File: config.mk
export PLATFORM = sky130hd
export DESIGN_NAME = mem_bus_arbiter
export DESIGN_NICKNAME = d
export VERILOG_FILES = /design/src/rtl/mem_bus_arbiter.sv
export SDC_FILE = /design/constraint.sdc
export NUM_CORES = 1
export LEC_CHECK = 0
export BUFFER_PORTS_ARGS = -buffer_cell sky130_fd_sc_hd__clkbuf_2
export CORE_MARGIN = 3
export CORE_UTILIZATION = 54
export DETAILED_ROUTE_END_ITERATION = 7
export PLACE_DENSITY = 0.85
export SLEW_MARGIN = 20
export SYNTH_ARGS = -nofsm -noshare
export SYNTH_HDL_FRONTEND = slang
export SYNTH_SLANG_ARGS = --single-unit
File: constraint.sdc
create_clock -name clock_i -period 3.4 [get_ports clock_i]
set_input_delay 0.17 -clock clock_i [delete_from_list [all_inputs] [get_ports clock_i]]
set_output_delay 0.17 -clock clock_i [all_outputs]
set_load 0.005 [all_outputs]
File: src/rtl/mem_bus_arbiter.sv
// Two-port arbiter for the external multiplexed 16-bit address/data memory bus.
// Each access runs as an address phase, then an access phase, then a completion phase.
module mem_bus_arbiter #(
  parameter int MIN_WAIT   = 1,
  parameter int TIMEOUT    = 64,
  parameter int FIXED_PRIO = 0
) (
  input  logic        clock_i,
  input  logic        reset_i,
  input  logic        req0_i,
  input  logic        rnW0_i,
  input  logic [15:0] addr0_i,
  input  logic [15:0] wData0_i,
  output logic        done0_o,
  output logic        err0_o,
  input  logic        req1_i,
  input  logic        rnW1_i,
  input  logic [15:0] addr1_i,
  input  logic [15:0] wData1_i,
  output logic        done1_o,
  output logic        err1_o,
  output logic [15:0] rData_o,
  input  logic [15:0] dataIn_i,
  output logic [15:0] dataOut_o,
  output logic        ale_o,
  output logic        nMe_o,
  output logic        nOe_o,
  output logic        rnW_o,
  output logic        enb_o,
  input  logic        nWait_i
);

  typedef enum logic [2:0] {
    IDLE   = 3'd0,
    ADDR   = 3'd1,
    ACCESS = 3'd2,
    DONE   = 3'd3,
    ERR    = 3'd4
  } state_t;

  localparam logic [7:0]  MinWaitC   = 8'(MIN_WAIT);
  localparam logic [15:0] TimeoutC   = 16'(TIMEOUT);
  localparam bit          TimeoutEn  = (TIMEOUT != 0);
  localparam bit          FixedPrioC = (FIXED_PRIO != 0);

  state_t      state_q, state_d;
  logic        grant_q, grant_d;
  logic        rrPtr_q, rrPtr_d;
  logic        rnWLat_q, rnWLat_d;
  logic [15:0] addrLat_q, addrLat_d;
  logic [15:0] wDataLat_q, wDataLat_d;
  logic [7:0]  cnt_q, cnt_d;
  logic [15:0] stall_q, stall_d;
  logic [15:0] rData_q, rData_d;

  logic        grantWin;
  logic [15:0] stallNext;

  always_ff @(posedge clock_i) begin
    if (reset_i) begin
      state_q    <= IDLE;
      grant_q    <= 1'b0;
      rrPtr_q    <= 1'b0;
      rnWLat_q   <= 1'b1;
      addrLat_q  <= 16'h0000;
      wDataLat_q <= 16'h0000;
      cnt_q      <= 8'd0;
      stall_q    <= 16'd0;
      rData_q    <= 16'h0000;
    end else begin
      state_q    <= state_d;
      grant_q    <= grant_d;
      rrPtr_q    <= rrPtr_d;
      rnWLat_q   <= rnWLat_d;
      addrLat_q  <= addrLat_d;
      wDataLat_q <= wDataLat_d;
      cnt_q      <= cnt_d;
      stall_q    <= stall_d;
      rData_q    <= rData_d;
    end
  end

  // rrPtr_q names the port that wins a tie; it always points away from the last grant.
  always_comb begin
    grantWin = 1'b0;
    if (FixedPrioC) begin
      grantWin = !req0_i;
    end else if (req0_i && req1_i) begin
      grantWin = rrPtr_q;
    end else begin
      grantWin = req1_i;
    end
  end

  always_comb begin
    state_d    = state_q;
    grant_d    = grant_q;
    rrPtr_d    = rrPtr_q;
    rnWLat_d   = rnWLat_q;
    addrLat_d  = addrLat_q;
    wDataLat_d = wDataLat_q;
    cnt_d      = cnt_q;
    stall_d    = stall_q;
    rData_d    = rData_q;
    stallNext  = stall_q;
    if (!nWait_i && (stall_q != 16'hFFFF)) begin
      stallNext = stall_q + 16'd1;
    end

    unique case (state_q)
      IDLE: begin
        if (req0_i || req1_i) begin
          grant_d    = grantWin;
          rrPtr_d    = !grantWin;
          rnWLat_d   = grantWin ? rnW1_i   : rnW0_i;
          addrLat_d  = grantWin ? addr1_i  : addr0_i;
          wDataLat_d = grantWin ? wData1_i : wData0_i;
          state_d    = ADDR;
        end
      end
      ADDR: begin
        cnt_d   = 8'd1;
        stall_d = 16'd0;
        state_d = ACCESS;
      end
      ACCESS: begin
        if ((cnt_q >= MinWaitC) && nWait_i) begin
          state_d = DONE;
          if (rnWLat_q) begin
            rData_d = dataIn_i;
          end
        end else begin
          cnt_d   = (cnt_q == 8'hFF) ? cnt_q : cnt_q + 8'd1;
          stall_d = stallNext;
          if (TimeoutEn && (stallNext >= TimeoutC)) begin
            state_d = ERR;
          end
        end
      end
      DONE:    state_d = IDLE;
      ERR:     state_d = IDLE;
      default: state_d = IDLE;
    endcase
  end

  // Bus and handshake outputs depend only on registered state, so they hold for the whole cycle.
  always_comb begin
    ale_o     = 1'b0;
    nMe_o     = 1'b1;
    nOe_o     = 1'b1;
    rnW_o     = 1'b1;
    enb_o     = 1'b0;
    dataOut_o = 16'h0000;
    done0_o   = 1'b0;
    done1_o   = 1'b0;
    err0_o    = 1'b0;
    err1_o    = 1'b0;

    unique case (state_q)
      ADDR: begin
        ale_o     = 1'b1;
        enb_o     = 1'b1;
        dataOut_o = addrLat_q;
      end
      ACCESS: begin
        nMe_o = 1'b0;
        rnW_o = rnWLat_q;
        if (rnWLat_q) begin
          nOe_o = 1'b0;
        end else begin
          enb_o     = 1'b1;
          dataOut_o = wDataLat_q;
        end
      end
      DONE: begin
        done0_o = !grant_q;
        done1_o = grant_q;
      end
      ERR: begin
        err0_o = !grant_q;
        err1_o = grant_q;
      end
      default: begin
      end
    endcase
  end

  assign rData_o = rData_q;

endmodule
## Word-level counts from Yosys, hierarchy flattened

Index checks and enable logic that the tools add are counted.

- Add/subtract/negate cells: 2
- $lt $le $gt $ge: 2
- Equal/unequal tests: 10
- Mux-type cells: 26
- Reduce and logical (&&, ||, !) cells: 14

Operator list:

| kind | number |
|---|---|
| $mux 16 | 5 |
| $pmux 16 s2 | 2 |
| $add 16x1->16 const B | 1 |
| $ge 16x7->1 const B | 1 |
| $mux 8 | 2 |
| $ne 16x16->1 const B | 1 |
| $pmux 8 s2 | 1 |
| $mux 1 | 11 |
| $mux 3 | 3 |
| $pmux 3 s3 | 1 |
| $add 8x1->8 const B | 1 |
| $eq 8x8->1 const B | 1 |
| $ge 8x1->1 const B | 1 |
| $eq 3x2->1 const B | 2 |
| $ne 2x2->1 const B | 3 |
| $reduce_and 2->1 | 3 |
| $reduce_and 3->1 | 2 |
| $eq 3x1->1 const B | 1 |
| $eq 3x3->1 const B | 1 |
| $logic_and 1x1->1 | 3 |
| $logic_not 1->1 | 3 |
| $logic_not 3->1 | 1 |
| $ne 3x3->1 const B | 1 |
| $pmux 1 s2 | 1 |
| 2 further kinds | 2 |

- Register bits: 78
- Input bits: 87
- Output and inout port bits: 41
- Word-level logic and storage cells: 63

## Longest topological paths before layout

- Depth in word-level cells: 7
- Gate-level depth with buffers: 9
- Mapped depth without buffers: 8

## Worst setup path after synthesis

No wires, ideal clock.

- Path kind: register to register
- Start: reg cnt_q[1]
- End: reg stall_q[15]
- Setup time: 0.070 ns
- Arrival time: 1.996 ns
- Data required time: 3.330 ns
- Path slack: 1.334 ns
- Stages on the path, launching flop included: 9
- Buffers on the path: 0
- Clock period less this slack: 2.066 ns
- Path through: dfxtp_1 -> inv_1 -> ha_1 -> or4b_4 -> o21ai_4 -> and2_4 -> nand4_2 -> or3_1 -> a21oi_1

- Word-level cells in the longest chain between the ends: 4

Ends and longest elaborated chain:

| element | line | RTL |
|---|---|---|
| start, declared | 52 | `logic [7:0] cnt_q, cnt_d;` |
| start signal, assigned | 77 | `cnt_q <= cnt_d;` |
| $ge 8x1->1 | 127 | `if ((cnt_q >= MinWaitC) && nWait_i) begin` |
| $logic_and 1x1->1 | 127 |  |
| $ne 2x2->1 (no line) | n/a |  |
| $reduce_and 2->1 (no line) | n/a |  |
| end signal, assigned | 78 | `stall_q <= stall_d;` |
| end, declared | 53 | `logic [15:0] stall_q, stall_d;` |

Every way passes these cells.
A chain may end at the register's enable or synchronous reset.

## Worst setup path in the final report

- Start: reg cnt_q[0]
- End: reg rData_q[11] (netlist: rData_o[11])

- Word-level cells in the longest chain between the ends: 3

Ends and longest elaborated chain:

| element | line | RTL |
|---|---|---|
| $ge 8x1->1 | 127 |  |
| $logic_and 1x1->1 | 127 |  |
| $reduce_and 3->1 (no line) | n/a |  |
| end signal, assigned | 79 | `rData_q <= rData_d;` |
| end, declared | 54 | `logic [15:0] rData_q, rData_d;` |

Every way passes these cells.

==> results.json <==
{
  "outcome": "completed",
  "required_ns": 3.60,
  "clockBufferDepth": 2,
  "muxShareOfSynthArea": 0.0196,
  "switchingPower_uw": 772,
  "clk_pin_slew_ns": 0.08,
  "areaGrowthSynthToFinish_pct": 22.1,
  "synthesis.nets": 525,
  "finalCritPeriodShare": 0.744,
  "htree_num_levels": 3,
  "core_area_um2": 6490,
  "yosysSeqAreaShare": 0.422,
  "clk_latency_ns": 0.36,
  "hold_violations": 0,
  "slew_headroom": 0.325,
  "antenna_found_initial": 0,
  "num_rows": 29,
  "fillers": 498,
  "die_h_um": 88.8,
  "cp.depth": 8,
  "synth_edf_count": 0,
  "hold_buffers": 0,
  "cts_tree": "built",
  "grt_start_max_net_pins": 48,
  "grt_pass1_vias": 3531,
  "hold-worst-slack_ns": 0.0274,
  "start_util": 0.570,
  "multi_input_area_um2": 1980,
  "rsz0062_at_grt": "false",
  "stdcell_area_um2": 4520,
  "syn_avg_cell_area_um2": 8.52,
  "viasPerCell": 6.15,
  "dp_hpwl_um": 7330,
  "tightestPinTransition_ns": 1.01,
  "routabilityCongestion": 0.882,
  "pwr-share-comb": 0.253,
  "cts_buffers": 9,
  "min_period_ns": 2.53,
  "crit_family": "simple AND/OR/NAND/NOR gates",
  "wire_per_inst_um": 16.6,
  "synthXorXnorAreaFrac": 0.0213,
  "firstDrtPassIters": 5,
  "grt_use_total": 0.267,
  "die-area_um2": 7880,
  "num_vias": 3844,
  "drc": 0,
  "cts_setup_buffers": 0,
  "fin_setup_tns_ns": 0,
  "cts-root-buf": "clkbuf_8",
  "fmax_ghz": 0.395,
  "cellInternalPower_mw": 1.56,
  "path_buf_inv": 1,
  "io_buffers": 127,
  "crit_top_cell": "nand2_1",
  "rrSetupSlack_ns": 0.87,
  "synth_compound_area_frac": 0.219,
  "routed_wl_um": 10400,
  "end_kind": "flop",
  "syn_inst": 434,
  "fp.dieW_um": 88.8,
  "p_per_area_nw_per_um2": 516,
  "synth_warnings": 0,
  "cp_max_fo": 19,
  "cp-start-kind": "flop",
  "hold_path_class": "in2reg",
  "r2r-start": "cnt_q[0]",
  "worst_clock_skew_ns": 0.00690,
  "drive_gt1_frac": 0.299,
  "overflow": 0,
  "p_seq_frac": 0.465,
  "register_area_um2": 1560,
  "ys_types": 58,
  "dp_slack_ns": 0.932,
  "ir_drop_uv": 400,
  "setup_viol": 0,
  "cp_slowest_cell": "nor2_2",
  "path_cells": "inv_1 -> ha_1 -> or4b_4 -> o21ai_4 -> nor2_2 -> nand2_1 -> nand2_1 -> a21oi_1",
  "synth_top_family_by_area": "simple AND/OR/NAND/NOR gates",
  "reg2reg_depth": 8,
  "async_flop_share": 0,
  "switching_share": 0.331,
  "p_leak_nw": 1.90,
  "synth-simple-area-share": 0.260,
  "cts.sinks": 78,
  "p_clk_frac": 0.282,
  "synth_fa_ha_area_frac": 0.0135,
  "nets": 634,
  "crit_start": "cnt_q[0]",
  "drv_cap": 0,
  "post_cts_resized": 0,
  "ys_ff_latch": 78,
  "r2r_end": "rData_o[11]",
  "whs_path_depth": 3,
  "drtIter0Drc": 391,
  "critPathCapture": "rData_o[11]",
  "arrival_ns": 2.73,
  "slew_violations": 0,
  "max_stage_delay_ns": 0.59,
  "drtAntennaViolNets": 0,
  "n_antenna_cell": 0,
  "layout_setup_ws_ns": 0.870,
  "dpl_cell_area_um2": 4330,
  "grt_pass1_wl_um": 16600,
  "syn_area_um2": 3700,
  "ys.flop_type": "dfxtp_1",
  "crit_type": "reg2reg",
  "io-pin-count": 128
}
-- power groups by stage --
stage / clock network (mW) / registers [mW] / logic, mW
after floorplan: 0 / 1.07 / 0.434
after global placement: 0 / 1.10 / 0.570
after detailed placement: 0 / 1.10 / 0.586
after CTS: 0.666 / 1.08 / 0.588
after global routing: 0.706 / 1.09 / 0.654
final: 0.657 / 1.08 / 0.589
-- cells in the mapped netlist (5+ instances only) --
library cell  count  area, um2
dfxtp_1          78       1560
nor2_1           70        263
nand2_1          40        150
a222oi_1         32        320
a21oi_1          31        155
clkbuf_1         27        101
nand3_1          22        110
a22o_1           16        140
and3_1            8       50.1
nor3_1            8       40.0
xnor2_1           8       70.1
o21ai_0           6       30.0
and4_1            5       43.8
mux2i_1           5       50.1
nand4_1           5       31.3
-- layout make-up --
type                            instances  share of cell area
Clock inverter                          4             0.00665
Multi-Input combinational cell        316               0.438
Timing Repair Buffer                  132               0.149
Tap cell                               77              0.0213
Inverter                                6             0.00499
Clock buffer                           12              0.0343
Sequential cell                        78               0.346
-- worst min path at each step --
stage           start       end  slack (ns)
2_1_floorplan  rnW0_i  rnWLat_q        0.29
3_3_place_gp   rnW1_i  rnWLat_q        0.39
3_5_place_dp   rnW1_i  rnWLat_q        0.39
4_1_cts        rnW1_i  rnWLat_q        0.02
5_1_grt        rnW1_i  rnWLat_q        0.03
6_report       rnW1_i  rnWLat_q        0.03
-- cells by family after synthesis --
kind of cell | Yosys count
buf+inv | 40
flops | 78
mux | 7
compound gates | 105
simple gates | 191
fa+ha+maj | 4
xor+xnor | 9
-- per-layer routing --
layer,up-vias,track usage,routed length (um)
met2,200,0.428,5070
li1,1832,-,-
met1,1780,0.324,4000
met4,0,0.122,323
met3,32,0.0894,1010
met5,-,0,0
-- cell usage in the layout (no fill, tap or decap), types with 2 or more instances in the layout --
master	n
nor3_1	8
and3_1	8
a22oi_1	2
nand2b_1	3
nor2_1	70
a21oi_1	31
nor2b_1	3
and4_1	5
mux2_2	2
and2_1	3
a31oi_1	3
nor3b_1	2
clkbuf_2	127
inv_1	4
dfxtp_1	78
nand3_1	22
nor4_1	3
ha_1	4
a211oi_1	3
o21ai_0	6
nand4_1	5
mux2i_1	5
nand2_1	40
a22o_1	16
inv_2	2
nor4b_1	2
clkbuf_8	11
xnor2_1	8
buf_4	5
a222oi_1	32
nand4_2	2
or3_1	4
-- registers in the layout (all words and copies together) (netlist names) --
register    flops
rnWLat_q        1
cnt_q           8
stall_q        16
wDataLat_q     16
state_q         3
grant_q         1
addrLat_q      16
rData_o        16
rrPtr_q         1
-- tightest hold or removal path, stage by stage --
cell and delay [ns]:
clkbuf_2 0.08, a22oi_1 0.06, nand2_1 0.05
-- through the flow --
| stage | util | power (mW) | instances |
|---|---|---|---|
| 4_1_cts | 0.695 | 2.33 | 625 |
| 3_5_place_dp | 0.667 | 1.69 | 609 |
| 5_1_grt | 0.695 | 2.45 | 625 |
| 3_3_place_gp | 0.667 | 1.67 | 609 |
| 6_report | 0.695 | 2.33 | 625 |
| 2_1_floorplan | - | 1.50 | 434 |
Note: power is estimated with default switching activity, not from simulation.
